==> src/rtl/instr_sequencer.sv <==
// instr_sequencer: Moore control sequencer for the single-bus CPU datapath.
// Runs fetch (F0-F2), decodes IR[31:27], executes br/jr/jal/nop/halt and hands
// every other opcode to the execute sequencer over exec_req/exec_done.
module instr_sequencer #(
  parameter int CNT_W = 16
) (
  input  logic             clock,
  input  logic             clear,
  input  logic [31:0]      IR,
  input  logic             Con,
  input  logic             mem_ready,
  input  logic             exec_done,
  output logic [18:0]      ctrl,
  output logic             exec_req,
  output logic             halted,
  output logic             illegal,
  output logic [CNT_W-1:0] instr_count
);

  // ctrl bit positions
  localparam int B_PCOUT   = 0;
  localparam int B_MARIN   = 1;
  localparam int B_INCPC   = 2;
  localparam int B_ZIN     = 3;
  localparam int B_ZLOWOUT = 4;
  localparam int B_PCIN    = 5;
  localparam int B_READ    = 6;
  localparam int B_MDRIN   = 7;
  localparam int B_MDROUT  = 8;
  localparam int B_IRIN    = 9;
  localparam int B_GRA     = 10;
  localparam int B_GRB     = 11;
  localparam int B_RIN     = 12;
  localparam int B_ROUT    = 13;
  localparam int B_COUT    = 14;
  localparam int B_CONIN   = 15;
  localparam int B_YIN     = 16;
  localparam int B_ADD     = 17;
  localparam int B_R15SEL  = 18;

  // opcodes handled locally
  localparam logic [4:0] OP_BR   = 5'b10010;
  localparam logic [4:0] OP_JR   = 5'b10011;
  localparam logic [4:0] OP_JAL  = 5'b10100;
  localparam logic [4:0] OP_NOP  = 5'b11001;
  localparam logic [4:0] OP_HALT = 5'b11010;

  typedef enum logic [3:0] {
    S_RST  = 4'd0,
    S_F0   = 4'd1,
    S_F1   = 4'd2,
    S_F2   = 4'd3,
    S_DEC  = 4'd4,
    S_BR3  = 4'd5,
    S_BR4  = 4'd6,
    S_BR5  = 4'd7,
    S_BR6  = 4'd8,
    S_JR3  = 4'd9,
    S_JL3  = 4'd10,
    S_JL4  = 4'd11,
    S_EXEC = 4'd12,
    S_HALT = 4'd13
  } state_t;

  state_t           state_q, state_d;
  logic             illegal_q, illegal_d;
  logic [CNT_W-1:0] count_q, count_d;
  logic             retire;
  logic [4:0]       opcode;

  // Only the opcode field matters here; the register fields go to the datapath.
  logic unused_ir;
  assign unused_ir = ^IR[26:0];
  assign opcode    = IR[31:27];

  // State, sticky illegal flag and retire counter registers.
  always_ff @(posedge clock or negedge clear) begin
    if (!clear) begin
      state_q   <= S_RST;
      illegal_q <= 1'b0;
      count_q   <= '0;
    end else begin
      state_q   <= state_d;
      illegal_q <= illegal_d;
      count_q   <= count_d;
    end
  end

  // Next-state, retire and illegal-opcode decision.
  always_comb begin
    state_d   = state_q;
    illegal_d = illegal_q;
    retire    = 1'b0;
    case (state_q)
      S_RST:  state_d = S_F0;
      S_F0:   state_d = S_F1;
      // Stay in F1 until memory data is valid; repeating PC<-Z is harmless.
      S_F1:   if (mem_ready) state_d = S_F2;
      S_F2:   state_d = S_DEC;
      S_DEC: begin
        case (opcode)
          OP_BR:   state_d = S_BR3;
          OP_JR:   state_d = S_JR3;
          OP_JAL:  state_d = S_JL3;
          OP_NOP: begin
            state_d = S_F0;
            retire  = 1'b1;
          end
          OP_HALT: begin
            state_d = S_HALT;
            retire  = 1'b1;
          end
          5'b11011, 5'b11100, 5'b11101, 5'b11110, 5'b11111: begin
            // Undefined opcode: stop without counting it as retired.
            state_d   = S_HALT;
            illegal_d = 1'b1;
          end
          default: state_d = S_EXEC;
        endcase
      end
      S_BR3:  state_d = S_BR4;
      S_BR4:  state_d = S_BR5;
      S_BR5:  state_d = S_BR6;
      S_BR6: begin
        state_d = S_F0;
        retire  = 1'b1;
      end
      S_JR3: begin
        state_d = S_F0;
        retire  = 1'b1;
      end
      S_JL3:  state_d = S_JL4;
      S_JL4: begin
        state_d = S_F0;
        retire  = 1'b1;
      end
      S_EXEC: begin
        if (exec_done) begin
          state_d = S_F0;
          retire  = 1'b1;
        end
      end
      S_HALT: state_d = S_HALT;
      default: state_d = S_RST;
    endcase
    count_d = retire ? count_q + CNT_W'(1) : count_q;
  end

  // Datapath strobes decoded from the current state.
  always_comb begin
    ctrl     = '0;
    exec_req = 1'b0;
    halted   = 1'b0;
    case (state_q)
      S_F0: begin
        ctrl[B_PCOUT] = 1'b1;
        ctrl[B_MARIN] = 1'b1;
        ctrl[B_INCPC] = 1'b1;
        ctrl[B_ZIN]   = 1'b1;
      end
      S_F1: begin
        ctrl[B_ZLOWOUT] = 1'b1;
        ctrl[B_PCIN]    = 1'b1;
        ctrl[B_READ]    = 1'b1;
        ctrl[B_MDRIN]   = 1'b1;
      end
      S_F2: begin
        ctrl[B_MDROUT] = 1'b1;
        ctrl[B_IRIN]   = 1'b1;
      end
      S_BR3: begin
        ctrl[B_GRA]   = 1'b1;
        ctrl[B_ROUT]  = 1'b1;
        ctrl[B_CONIN] = 1'b1;
      end
      S_BR4: begin
        ctrl[B_PCOUT] = 1'b1;
        ctrl[B_YIN]   = 1'b1;
      end
      S_BR5: begin
        ctrl[B_COUT] = 1'b1;
        ctrl[B_ADD]  = 1'b1;
        ctrl[B_ZIN]  = 1'b1;
      end
      S_BR6: begin
        // Con comes from the CON FF loaded in BR3, so it is already stable here.
        ctrl[B_ZLOWOUT] = 1'b1;
        ctrl[B_PCIN]    = Con;
      end
      S_JR3, S_JL4: begin
        ctrl[B_GRA]  = 1'b1;
        ctrl[B_ROUT] = 1'b1;
        ctrl[B_PCIN] = 1'b1;
      end
      S_JL3: begin
        ctrl[B_PCOUT]  = 1'b1;
        ctrl[B_RIN]    = 1'b1;
        ctrl[B_R15SEL] = 1'b1;
      end
      S_EXEC: exec_req = 1'b1;
      S_HALT: halted   = 1'b1;
      default: ctrl    = '0;
    endcase
  end

  assign illegal     = illegal_q;
  assign instr_count = count_q;

endmodule

==> config.mk <==
export PLATFORM = sky130hd
export DESIGN_NAME = instr_sequencer
export DESIGN_NICKNAME = d
export VERILOG_FILES = /design/src/rtl/instr_sequencer.sv
export SDC_FILE = /design/constraint.sdc
export NUM_CORES = 1
export LEC_CHECK = 0
export CORE_MARGIN = 2
export CORE_UTILIZATION = 39
export CTS_CLUSTER_DIAMETER = 50
export CTS_CLUSTER_SIZE = 24
export DETAILED_ROUTE_END_ITERATION = 10
export PLACE_DENSITY = 0.86
export REMOVE_ABC_BUFFERS = 1
export SLEW_MARGIN = 25
export SYNTH_ARGS = -nofsm -noshare
export SYNTH_HDL_FRONTEND = slang
export SYNTH_SLANG_ARGS = --single-unit
==> constraint.sdc <==
create_clock -name clock -period 1.8 [get_ports clock]
set_input_delay 0.45 -clock clock [delete_from_list [all_inputs] [get_ports clock]]
set_output_delay 0.45 -clock clock [all_outputs]
set_load 0.01 [all_outputs]
---- Word level (Yosys, flattened, before mapping) ----
Index checks and enable logic that the tools add are counted.
W data, S select, Z words.
word-level totals
  flip-flop bits (word level) ............. 21
  input bits .............................. 37
  output and inout port bits .............. 38
  logic and storage cells ................. 63
operators by class
  add/sub/neg operators ................... 1
  eq/ne operators ......................... 25
  mux-type cells .......................... 21
  reduce and logical (&&, ||, !) cells .... 13
operator list
  cell                     count
  $eq A5 B5 Y1 const B     10
  $pmux W4 S11             1
  $eq A4 B4 Y1 const B     6
  $pmux W4 S5              1
  $add A16 B1 Y16 const B  1
  $eq A4 B3 Y1 const B     4
  $mux W1                  12
  $reduce_or A3 Y1         4
  $eq A4 B2 Y1 const B     2
  $mux W4                  2
  $mux W2                  3
  $reduce_or A2 Y1         3
  $reduce_or A6 Y1         1
  $reduce_or A5 Y1         1
  $eq A4 B1 Y1 const B     1
  $logic_not A4 Y1         1
  $ne A2 B2 Y1 const B     2
  $reduce_and A2 Y1        2
  $reduce_or A4 Y1         1
  $pmux W1 S3              1
  $pmux W1 S2              1

---- Longest topological paths before layout ----
  word-level depth ........................ 4
  depth in mapped cells ................... 7

---- Worst setup path before layout ----
No wires, ideal clock.
  kind .................................... flip-flop to output port
  from .................................... register state_q[0]
  to ...................................... output port ctrl[9]
  arrival ................................. 1318 ps
  data required time ...................... 1350 ps
  slack ................................... 32 ps
  cell stages (with the launch flop) ...... 6
  path buffers ............................ 3
  cells stage by stage .................... dfrtp_1 > buf_6 > clkbuf_1 > nand2_1 > nor3_1 > buf_4
between the ends
  cells in the longest elaborated chain, start to end .. 2
ends and longest elaborated chain
  element                 line  text
  from (decl)             65    state_t state_q, state_d;
  from (signal assigned)  83    state_q <= state_d;
  $eq A4 B2 Y1            154   case (state_q)
  $mux W2                 154
  to (decl)               13    output logic [18:0] ctrl,
Every way passes these cells.

---- Worst setup path in the final report ----
  from .................................... register state_q[1]
  to ...................................... output port ctrl[3]
between the ends
  cells in the longest elaborated chain, start to end .. 3
ends and longest elaborated chain
  element                                       line
  $eq A4 B3 Y1 or $eq A4 B1 Y1 (tied branches)  154
  $reduce_or A2 Y1 (no source line) (*)         --
  $mux W1 (*)                                   154
Mark *: on every way between the ends. The rest lies on a longest branch, timed or not.

==> flow_summary.toml <==
[critical_path]
timing.critical_path.fanout_max = 3
crit_required_ns = 1.35
endpoint_kind = "output pin"
path_class = "flop to output pin"
arrival_ns = 1.45
crit_path_start_kind = "flop"
ff2ff_path_depth = 8

[route]
via_per_inst = 5.07
drc = 0
avgRoutedWirePerCell_um = 13.4
dr.pass1.iters = 4
drtIter0Drc = 42
drt_wl_total_um = 3680
via_count = 1395
final_antenna_net_count = 0

[clock_network]
hold_buffers = 0
cts_root_buf = "clkbuf_4"
clock_path_buffers = 2
cts_buffers = 3
cts_sinks = 21
cts_tree = "built"
path_clk_slew_ns = 0.11
cts_max_level = 1
clk_latency_ns = 0.30

[floorplan]
core-area_sq_um = 3340
io_pins = 75
initial_utilization_pct = 40.6
dieWidth_um = 62.9
dieArea_sq_um = 3960
die_y_um = 62.9
fp-row-count = 21

[sta]
rsz0062_at_grt = "true"
setup-tns-final_ns = -0.437
fin_crit_ns = 1.90
timing.hold.ws_ns = 0.476
final-hold-violation-count = 0
slew_viol_final = 0
setup_ws_ns = -0.101
clock_skew_ns = 0.00119
finalCritPeriodShare_pct = 106
setup_viol = 9
timing.fmax_ghz = 0.526

[logic_synthesis]
synth_top_area_share_pct = 38.8
ys_seq_area_share_pct = 38.8
ys_ff_latch = 21
synth_common_cells = "dfrtp_1 (21), nand2_1 (16), xnor2_1 (11), o21ai_0 (9)"
yosys_most_used_dff = "dfrtp_1"
synth.avg_cell_area_sq_um = 8.80
synth_cell_type_count = 43
yosysMostFrequentCell = "dfrtp_1"
syn_area_sq_um = 1360
synth_area_leaders = "dfrtp_1 (39%), xnor2_1 (7.1%), xor2_1 (5.2%)"
yosysWarnings = 0
syn_inst = 154
synth.largest_area_cell = "dfrtp_1"
synth-edff-count = 0
synthArstFlopShare_pct = 100

[final_layout]
final_layout_size_suffix_gt1_share_pct = 42.4
final_area_sq_um = 2200
syn2layout_area_growth_pct = 62.6
n_antenna_cell = 0
fin_cells = 275
final_util_pct = 66.0
nets = 268

[place]
place_hpwl_um = 2390
gp_congestion = 0.847
place_inst = 256
place_area_sq_um = 1970
port_buffers = 46

[global_routing]
grt-ovfl-total = 0
grt_pass1_vias = 1290
grt_first_pass_wirelength_um = 5710
grt_usage_pct = 17.5
antenna_found_initial = 0
grt_max_degree = 22

[power]
total_leakage_power_nw = 1.06
p_per_area_nw_per_um2 = 1290
vdd_drop_max_mv = 0.698

[run_status]
status = "complete, but fails checks"
violations = "setup timing"

[flow_run]
cap_viol_max_count = 0

[hold_path]
hp-class = "input port to asynchronous set/reset pin"
==> placed cells by master (no fill, tap or decap), drive strengths merged, types with 2 or more instances in the layout <==
cell type      count
a21oi              8
and2               4
and3               2
and4               2
and4bb             2
buf               59
clkbuf             4
clkdlybuf4s50     25
dfrtp             21
inv                5
nand2             17
nand2b             5
nand3              6
nand4              2
nor2               7
nor2b              3
nor3               5
o2111ai            2
o21ai             10
o21bai             2
xnor2             11
xor2               8
==> area by class of cell <==
cell class / count / area (sq um)
Tap cell: 46 / 57.6
Multi-Input combinational cell: 113 / 852
Fill cell: 269 / 1130
Sequential cell: 21 / 531
Clock buffer: 4 / 26.3
Inverter: 5 / 21.3
Timing Repair Buffer: 86 / 716
==> kinds of logic (layout without fill, tap and decap cells) <==
| kind of cell | Yosys count | after routing | synth area share (%) |
|---|---|---|---|
| and+or+nand+nor | 61 | 61 | 24.7 |
| AOI/OAI and AO/OA | 30 | 30 | 13.9 |
| adders and majority gates | 1 | 1 | 0.923 |
| other | 1 | 1 | 0.277 |
| xor gates and xnor gates | 19 | 19 | 12.3 |
| buffers and inverters | 20 | 95 | 8.22 |
| muxes | 1 | 1 | 0.831 |
| DFF | 21 | 21 | 38.8 |
==> worst paths after layout <==
kind	end	slack (ns)	from
max reg2reg	instr_count[15]$_DFFE_PN0P_	-0.03	state_q[3]$_DFFE_PN0P_
max	ctrl[3]	-0.10	state_q[1]$_DFFE_PN0P_
max in group asynchronous	instr_count[7]$_DFFE_PN0P_	1.09	clear
min	instr_count[15]$_DFFE_PN0P_	0.48	clear
min in group clock	instr_count[15]$_DFFE_PN0P_	0.49	instr_count[15]$_DFFE_PN0P_
min reg2reg	instr_count[15]$_DFFE_PN0P_	0.49	instr_count[15]$_DFFE_PN0P_
==> routing by layer <==
| metal | routed length (um) | part of all wire (%) | track usage [%] |
|---|---|---|---|
| met1 | 1450 | 39 | 20.4 |
| met2 | 1970 | 53 | 32.2 |
| met3 | 202 | 5.5 | 3.96 |
| met4 | 63 | 1.7 | 3.89 |
| met5 | 0 | 0 | 0 |
==> critical path, cell delays in order, from the launching register on <==
cell	delay [ns]
dfrtp_1	0.41
nand2b_4	0.15
or3_4	0.38
o21ai_1	0.07
buf_2	0.14
==> where the power goes <==
group          internal (mW)  switching, mW  leakage [nW]
clock network         0.0866          0.137        0.0150
registers              0.581          0.115         0.272
logic                   1.02          0.902         0.772
total                   1.69           1.15          1.06
==> sequential cells by signal, summed over array words and instances (netlist names) <==
register and cells:
state_q 4, instr_count 16, illegal 1
==> metrics by stage <==
step,power (mW),setup WS [ns]
2_1_floorplan,1.36,0.0730
3_3_place_gp,2.17,-0.398
3_5_place_dp,2.20,-0.405
4_1_cts,2.63,-0.107
5_1_grt,3.03,-0.153
6_report,2.84,-0.101
==> what timing repair did <==
action,4_1_cts,5_1_grt
resized for setup,106,26
buffers inserted,5,12
endpoints found under the setup margin,22,30
pin swaps,2,15
(Power assumes the default switching activity.)
